<file path="config.mk">
export PLATFORM = sky130hd
export DESIGN_NAME = mem_access
export DESIGN_NICKNAME = d
export VERILOG_FILES = /design/src/rtl/mem_pkg.sv /design/src/rtl/load_align.sv /design/src/rtl/mem_access.sv
export SDC_FILE = /design/constraint.sdc
export NUM_CORES = 1
export LEC_CHECK = 0
export BUFFER_PORTS_ARGS = -buffer_cell sky130_fd_sc_hd__buf_2
export CAP_MARGIN = 20
export CORE_UTILIZATION = 44
export CTS_BUF_LIST = sky130_fd_sc_hd__clkbuf_8 sky130_fd_sc_hd__clkbuf_16
export DETAILED_ROUTE_END_ITERATION = 7
export GPL_ROUTABILITY_DRIVEN = 1
export PLACE_DENSITY = 0.81
export SYNTH_ARGS = -nofsm -noshare
export SYNTH_HDL_FRONTEND = slang
export SYNTH_SLANG_ARGS = --single-unit
</file>
<file path="constraint.sdc">
create_clock -name clk -period 1.7 [get_ports clk]
set_input_delay 0.255 -clock clk [delete_from_list [all_inputs] [get_ports clk]]
set_output_delay 0.255 -clock clk [all_outputs]
set_load 0.01 [all_outputs]
</file>
<file path="src/rtl/mem_pkg.sv">
// Shared constants for the MEM-stage data-memory access unit:
// funct3 size codes, FSM state encoding and byte-enable patterns.
package mem_pkg;

   localparam logic [2:0] F3_B  = 3'b000;
   localparam logic [2:0] F3_H  = 3'b001;
   localparam logic [2:0] F3_W  = 3'b010;
   localparam logic [2:0] F3_BU = 3'b100;
   localparam logic [2:0] F3_HU = 3'b101;

   localparam logic [3:0] BE_B = 4'b0001;
   localparam logic [3:0] BE_H = 4'b0011;
   localparam logic [3:0] BE_W = 4'b1111;

   typedef enum logic [1:0] {
      IDLE = 2'd0,
      BUSY = 2'd1,
      DONE = 2'd2
   } state_e;

endpackage

</file>
<file path="src/rtl/load_align.sv">
// Load formatter: picks the addressed byte/half out of a bus word and
// sign- or zero-extends it. Ports: rdata_i word, funct3_i size, off_i addr[1:0], data_o result.
module load_align
   import mem_pkg::*;
(
   input  logic [31:0] rdata_i,
   input  logic [2:0]  funct3_i,
   input  logic [1:0]  off_i,
   output logic [31:0] data_o
);

   logic [7:0]  byte_w;
   logic [15:0] half_w;

   always_comb begin
      byte_w = rdata_i[{off_i, 3'b000} +: 8];
      half_w = off_i[1] ? rdata_i[31:16] : rdata_i[15:0];
      unique case (1'b1)
         funct3_i == F3_B:  data_o = {{24{byte_w[7]}}, byte_w};
         funct3_i == F3_BU: data_o = {24'h0, byte_w};
         funct3_i == F3_H:  data_o = {{16{half_w[15]}}, half_w};
         funct3_i == F3_HU: data_o = {16'h0, half_w};
         default:           data_o = rdata_i;
      endcase
   end

endmodule

</file>
<file path="src/rtl/mem_access.sv">
// MEM-stage data-memory access unit: IDLE/BUSY/DONE handshake with a stall to the pipeline.
// Ports: pipeline MEM_* in, dmem_* bus, MEM_Data_In load result, mem_stall, misalign (MISALIGN_CHECK_EN).
module mem_access
   import mem_pkg::*;
#(
   parameter int XLEN = 32
) (
   input  logic            clk,
   input  logic            rst_n,
   input  logic [XLEN-1:0] MEM_Fout,
   input  logic [XLEN-1:0] MEM_Store,
   input  logic            MEM_MW,
   input  logic            MEM_MD,
   input  logic [2:0]      MEM_Funct3,
   input  logic            MEM_Valid,
   output logic            dmem_req,
   output logic            dmem_we,
   output logic [XLEN-1:0] dmem_addr,
   output logic [XLEN-1:0] dmem_wdata,
   output logic [3:0]      dmem_be,
   input  logic            dmem_ack,
   input  logic [XLEN-1:0] dmem_rdata,
   output logic [XLEN-1:0] MEM_Data_In,
   output logic            mem_stall
`ifdef MISALIGN_CHECK_EN
   ,
   output logic            misalign
`endif
);

   state_e            state_q;
   logic              req_q;
   logic              we_q;
   logic [XLEN-1:0]   addr_q;
   logic [XLEN-1:0]   wdata_q;
   logic [3:0]        be_q;
   logic [XLEN-1:0]   data_q;
   logic [2:0]        f3_q;
   logic [1:0]        off_q;

   logic              access;
   logic              mis;
   logic              start;
   logic [3:0]        be_d;
   logic [XLEN-1:0]   wdata_d;
   logic [XLEN-1:0]   ld_data;

   assign access = MEM_Valid & (MEM_MW | MEM_MD);

`ifdef MISALIGN_CHECK_EN
   logic mis_q;
   assign mis = ((MEM_Funct3[1:0] == F3_H[1:0]) && MEM_Fout[0])
              | ((MEM_Funct3[1:0] == F3_W[1:0]) && (MEM_Fout[1:0] != 2'b00));
   assign misalign = mis_q;
`else
   assign mis = 1'b0;
`endif

   assign start = (state_q == IDLE) & access & ~mis;

   // The IDLE cycle must already freeze the pipeline so the request
   // inputs stay put while the registered bus request is launched.
   assign mem_stall = rst_n & (start | (state_q == BUSY));

   always_comb begin
      be_d    = BE_W;
      wdata_d = MEM_Store;
      case (MEM_Funct3[1:0])
         F3_B[1:0]: begin
            be_d    = BE_B << MEM_Fout[1:0];
            wdata_d = {4{MEM_Store[7:0]}};
         end
         F3_H[1:0]: begin
            be_d    = BE_H << {MEM_Fout[1], 1'b0};
            wdata_d = {2{MEM_Store[15:0]}};
         end
         default: ;
      endcase
   end

   load_align u_load_align (
      .rdata_i  (dmem_rdata),
      .funct3_i (f3_q),
      .off_i    (off_q),
      .data_o   (ld_data)
   );

   always_ff @(posedge clk or negedge rst_n) begin
      if (!rst_n) begin
         state_q <= IDLE;
         req_q   <= 1'b0;
         we_q    <= 1'b0;
         addr_q  <= '0;
         wdata_q <= '0;
         be_q    <= '0;
         data_q  <= '0;
         f3_q    <= '0;
         off_q   <= '0;
`ifdef MISALIGN_CHECK_EN
         mis_q   <= 1'b0;
`endif
      end else begin
`ifdef MISALIGN_CHECK_EN
         mis_q <= (state_q == IDLE) & access & mis;
`endif
         case (state_q)
            IDLE: begin
               if (start) begin
                  state_q <= BUSY;
                  req_q   <= 1'b1;
                  // store wins when both MW and MD are set
                  we_q    <= MEM_MW;
                  addr_q  <= {MEM_Fout[XLEN-1:2], 2'b00};
                  be_q    <= be_d;
                  wdata_q <= MEM_MW ? wdata_d : '0;
                  f3_q    <= MEM_Funct3;
                  off_q   <= MEM_Fout[1:0];
               end
            end
            BUSY: begin
               if (dmem_ack) begin
                  state_q <= DONE;
                  req_q   <= 1'b0;
                  we_q    <= 1'b0;
                  if (!we_q) data_q <= ld_data;
               end
            end
            DONE:    state_q <= IDLE;
            default: state_q <= IDLE;
         endcase
      end
   end

   assign dmem_req    = req_q;
   assign dmem_we     = we_q;
   assign dmem_addr   = addr_q;
   assign dmem_wdata  = wdata_q;
   assign dmem_be     = be_q;
   assign MEM_Data_In = data_q;

endmodule

</file>
==> impl_metrics.toml, run 1 <==
[global_route]
grtUsageTotal_pct = 24.4
grt_pass1_wl_um = 22200
grt_max_degree = 108
grt_pass1_vias = 4558
overflow = 0
antenna_found_initial = 1

[floorplanning]
start_util_pct = 45.0
dieArea_um2 = 12100
chipHeight_um = 110
fp-row-count = 39
io_pins = 208
fp.dieW_um = 110
core-area_um2 = 11400

[cts]
clockRootBuffer = "clkbuf_16"
cts_buffer_depth = 2
hold_buffers = 0
cts_tree = "built"
h-tree-depth = 3
cts_made_buffers = 9
clk_pin_slew_worst_paths_ns = 0.08
clock_insertion_delay_worst_skew_ns = 0.36
cts_sinks = 107

[final_layout]
area_delta_synth_final_pct = 29.7
layout_commonest_cell = "buf_2"
stdcell_area_um2 = 6640
fin_util_pct = 58.4
mostFrequentLayoutCells = "204 x buf_2, 172 x nand2_1, 107 x dfrtp_1"
final_nets = 873
diodes = 0
drive_above_1_share_pct = 35.7

[yosys]
netlist_top_cells_area = "dfrtp_1 52%, nand2_1 13%, a21oi_1 5.8%"
async_reset_ff_share_pct = 100
synth_area_um2 = 5120
synth_edf_count = 0
synth_seq_area_share_pct = 52.3
synth_top_area_share_pct = 52.3
synthFlopType = "dfrtp_1"
yosys_warnings = 0
synth_cell_types = 41
syn_area_per_cell_um2 = 8.93
synthCells = 573
ys_seq_elements = 107
netlist.top_cell.by_area = "dfrtp_1"

[sta]
slew_viol_final = 0
tightestPinTransition_ns = 0.599
fin_crit_ns = 1.60
finalCritPeriodShare_pct = 94.4
hold_slack_ns = -0.0460
relSlewSlack_pct = 60.1
setup_viol = 0
final-hold-violation-count = 14
setup_tns_ns = 0
clock_skew_ns = 0.00719
rsz0062_at_grt = "false"
setup_slack_ns = 0.0955
fmax_ghz = 0.623

[setup_path]
timing.rr.start = "state_q[1]"
end_kind = "register"
path_max_fanout = 35
start_kind = "register"
critical_path_arrival_ns = 1.85
worstSetupStartpoint = "state_q[1]"
worstSetupPathType = "register to register"
required_ns = 1.94
reg2reg_depth = 4

[pwr]
p_leak_nw = 3.44
vdd_drop_max_mv = 0.819
powerDensity_nw_per_um2 = 1470

[route]
drc_errors = 0
via_per_inst = 5.34
wl_per_cell_um = 15.8
ant_nets = 0
dr.pass1.iters = 6
vias = 4891
initialDrtViolationCount = 367
wirelength_um = 14500

[placed_design]
io_buffers = 205
place_hpwl_um = 10400
gp_congestion = 0.874
place_ws_ns = 0.0719
dpl-instance-area_um2 = 6330

[worst_hold_path]
min_path_type = "primary input to asynchronous set/reset pin"

[job]
cap_violations = 0

[outcome]
failed_checks = "hold timing"
status = "complete, but fails checks"
layer usage:
layer	vias up	GRT usage, %	wire, um
met5	-	0	13
met3	20	6.52	1320
li1	2345	-	-
met1	2281	32.8	6330
met2	243	37.7	6650
met4	2	8.76	206
final timing paths:
path                              endpoint  slack, ns
max                         MEM_Data_In[7]        0.1
min                        MEM_Data_In[14]      -0.05
max reg2reg                 MEM_Data_In[7]        0.1
min reg2reg                  dmem_addr[22]       0.47
max in group asynchronous   dmem_wdata[25]       1.25
min in group clk              dmem_addr[2]       0.08
area by class of cell:
type | instances | area (um^2)
flip-flops and latches | 107 | 2680
clock buffers | 9 | 225
multi-input cells | 411 | 2180
well taps | 143 | 179
repair buffers | 228 | 1250
inverters | 11 | 41.3
fillers | 1030 | 4730
clock inverters | 7 | 81.3
stage by stage:
| stage | hold WS [ns] | power, mW | cells |
|---|---|---|---|
| 3_3_place_gp | 0.410 | 7.56 | 900 |
| 3_5_place_dp | 0.417 | 7.67 | 900 |
| 6_report | -0.0460 | 9.78 | 916 |
| 5_1_grt | 0.0280 | 10.5 | 916 |
| 4_1_cts | 0.0338 | 9.85 | 916 |
| 2_1_floorplan | -0.0406 | 6.07 | 574 |
report_power, final:
group / internal [mW] / switching (mW) / leakage [nW]
registers: 3.44 / 0.615 / 1.32
clock network: 1.16 / 0.996 / 0.147
logic: 1.56 / 2.00 / 1.97
total: 6.17 / 3.61 / 3.44
flip-flops by register name, summed over array words and instances, names as in the netlist:
signal	flops
MEM_Data_In	32
dmem_addr	30
dmem_be	4
dmem_req	1
dmem_wdata	32
dmem_we	1
f3_q	3
off_q	2
state_q	2
cells in the mapped netlist (8+ instances only):
cell and number:
o211ai_1 16, inv_1 10, dfrtp_1 107, o21ai_2 10
a22o_1 9, clkbuf_1 24, o21ai_0 54, mux2_2 10
nand2_1 172, buf_2 15, nor3_1 11, nor2_1 20
a21oi_1 59, mux2i_1 8
timing repair:
item / CTS / global route
setup buffers: 0 / 0
gates resized for setup: 0 / 1
setup endpoints to repair: 0 / 8
cells by family (layout without fill, tap and decap cells):
logic type             Yosys count  in the layout  synth area share, %
DFF                            107            107                 52.3
buffers and inverters           56            255                 5.23
and+or+nand+nor                223            223                 18.3
AOI/OAI and AO/OA              167            167                 19.9
muxes                           19             19                 4.21
other                            1              2               0.0733
worst max-delay path: stages, from the launching register on:
cell       delay (ns)
dfrtp_1          0.44
nand4bb_1        0.36
buf_12           0.27
a221o_1          0.26
o22a_1           0.16
No activity file was read; power rests on OpenSTA's default activity.
==> run 2: changes to the inputs <==
==> constraint.sdc (replaced) <==
create_clock -name clk -period 1.3 [get_ports clk]
set_input_delay 0.195 -clock clk [delete_from_list [all_inputs] [get_ports clk]]
set_output_delay 0.195 -clock clk [all_outputs]
set_load 0.01 [all_outputs]
==> run 2 against run 1 <==
Net effect:
- the run ends with setup timing left
- global-route usage up 3.6 points
- design area up 26%
- worst hold slack better by 0.077 ns
- cell count up 6.3%
- register-to-register slack worse by 0.36 ns
- worst setup slack worse by 0.36 ns
- via count up 12%
- critical endpoint is now MEM_Data_In[30]
- die area unchanged
- count of clock-buffer cells in the layout unchanged
- clock skew up 0.0011 ns
- non-clock buffer count up 58
- total power up 56%
==> impl_metrics.toml, run 2 (same netlist as run 1, synthesis figures left out) <==
[sta]
finalCritPeriodShare_pct = 121
setup_viol = 106
final-hold-violation-count = 0
rsz0062_at_grt = "true"
setup_tns_ns = -17.33
fin_crit_ns = 1.57
slew_viol_final = 0
clock_skew_ns = 0.00833
fmax_ghz = 0.638
setup_slack_ns = -0.268

[route]
ant_nets = 0
vias = 5464
wirelength_um = 18600
via_per_inst = 5.61
dr.pass1.iters = 4
wl_per_cell_um = 19.1
drc_errors = 0
initialDrtViolationCount = 350

[setup_path]
required_ns = 1.54
end_kind = "register"
timing.rr.start = "off_q[1]"
start_kind = "register"
worstSetupPathType = "register to register"
critical_path_arrival_ns = 1.80
path_max_fanout = 5
worstSetupStartpoint = "off_q[1]"

[cts]
clk_pin_slew_worst_paths_ns = 0.08
clock_insertion_delay_worst_skew_ns = 0.35
cts_buffer_depth = 2
cts_sinks = 107
cts_tree = "built"
h-tree-depth = 3
clockRootBuffer = "clkbuf_16"
cts_made_buffers = 9

[outcome]
failed_checks = "setup timing"
status = "complete, but fails checks"

[global_route]
grt_pass1_wl_um = 25500
antenna_found_initial = 0
grtUsageTotal_pct = 28.0
grt_max_degree = 89
overflow = 0
grt_pass1_vias = 4976

[floorplanning]
start_util_pct = 45.0
dieArea_um2 = 12100
core-area_um2 = 11400
io_pins = 208
fp-row-count = 39
fp.dieW_um = 110
chipHeight_um = 110

[placed_design]
dpl.cell_count = 928
io_buffers = 205
dpl-instance-area_um2 = 6610
place_hpwl_um = 10900
gp_congestion = 0.924

[final_layout]
area_delta_synth_final_pct = 63.1
fin_cells = 974
diodes = 0
fillers = 730
drive_above_1_share_pct = 59.7
mostFrequentLayoutCells = "204 x buf_2, 104 x dfrtp_1, 81 x nand2_1"
final_nets = 931
layout_commonest_cell = "buf_2"
multi_input_area_um2 = 3000
stdcell_area_um2 = 8340
seqCellArea_um2 = 2680

[worst_hold_path]
min_path_type = "primary input to register"
min-delay-start = "MEM_Fout[31]"

[job]
cap_violations = 0

[pwr]
powerDensity_nw_per_um2 = 1820
p_leak_nw = 4.16
vdd_drop_max_mv = 1.05
power.total_mw = 15.2
[run 2: cell count changes in the layout (fill, tap and decap cells not counted), sizes merged]
cell / change
buf: +51
bufinv: -1
clkbuf: +6
dlygate4sd3: +1
inv: +1
[run 2: layer usage]
| layer | vias up | wire length, um | track usage [%] |
|---|---|---|---|
| li1 | 2465 | - | - |
| met1 | 2683 | 7170 | 36.7 |
| met2 | 267 | 9440 | 45.7 |
| met3 | 49 | 1500 | 6.40 |
| met4 | 0 | 532 | 8.86 |
| met5 | - | 0 | 0 |
[run 2: worst max-delay path: stages (launching register included)]
cell	delay, ns
dfrtp_1	0.38
mux4_2	0.54
nand2b_4	0.09
and3_4	0.23
clkbuf_16	0.16
o21ai_2	0.05
[run 2: path summary, 6_finish.rpt]
check	endpoint	slack [ns]	cells past startpoint
setup / recovery	MEM_Data_In[30]	-0.27	5
hold / removal	dmem_addr[31]	0.03	3
setup reg to reg	MEM_Data_In[30]	-0.27	5
hold reg to reg	dmem_addr[13]	0.50	2
max in group asynchronous	f3_q[1]	0.34	3
min in group asynchronous	MEM_Data_In[16]	0.53	3
[run 2: power breakdown]
group	switching [mW]	internal, mW
combinational	3.48	3.31
clock	1.42	1.38
sequential	1.11	4.51
[run 2: cell type report]
type | count | area share [%]
multi-input combinational | 411 | 36.0
sequential | 107 | 32.1
timing repair buffer | 286 | 25.5
clock buffer | 9 | 2.70
tap | 143 | 2.14
clock inverter | 7 | 0.975
inverter | 11 | 0.540
[run 2: per-stage QoR]
stage	hold slack, ns	utilization [%]	worst slack (ns)
after floorplan	-0.101	-	-0.290
after global routing	0.0287	73.4	-0.307
after detailed placement	0.259	58.1	-0.283
after global placement	0.260	58.1	-0.223
final	0.0309	73.4	-0.268
after CTS	0.0162	65.8	-0.235
[run 2: what timing repair did]
item                                   4_1_cts  5_1_grt
pin swaps                                   32      111
setup endpoints to repair                  106      107
buffers inserted                             7        8
hold buffers                                 1        0
cloned                                      11        7
resized for setup                           67      226
endpoints found under the hold margin      107        0
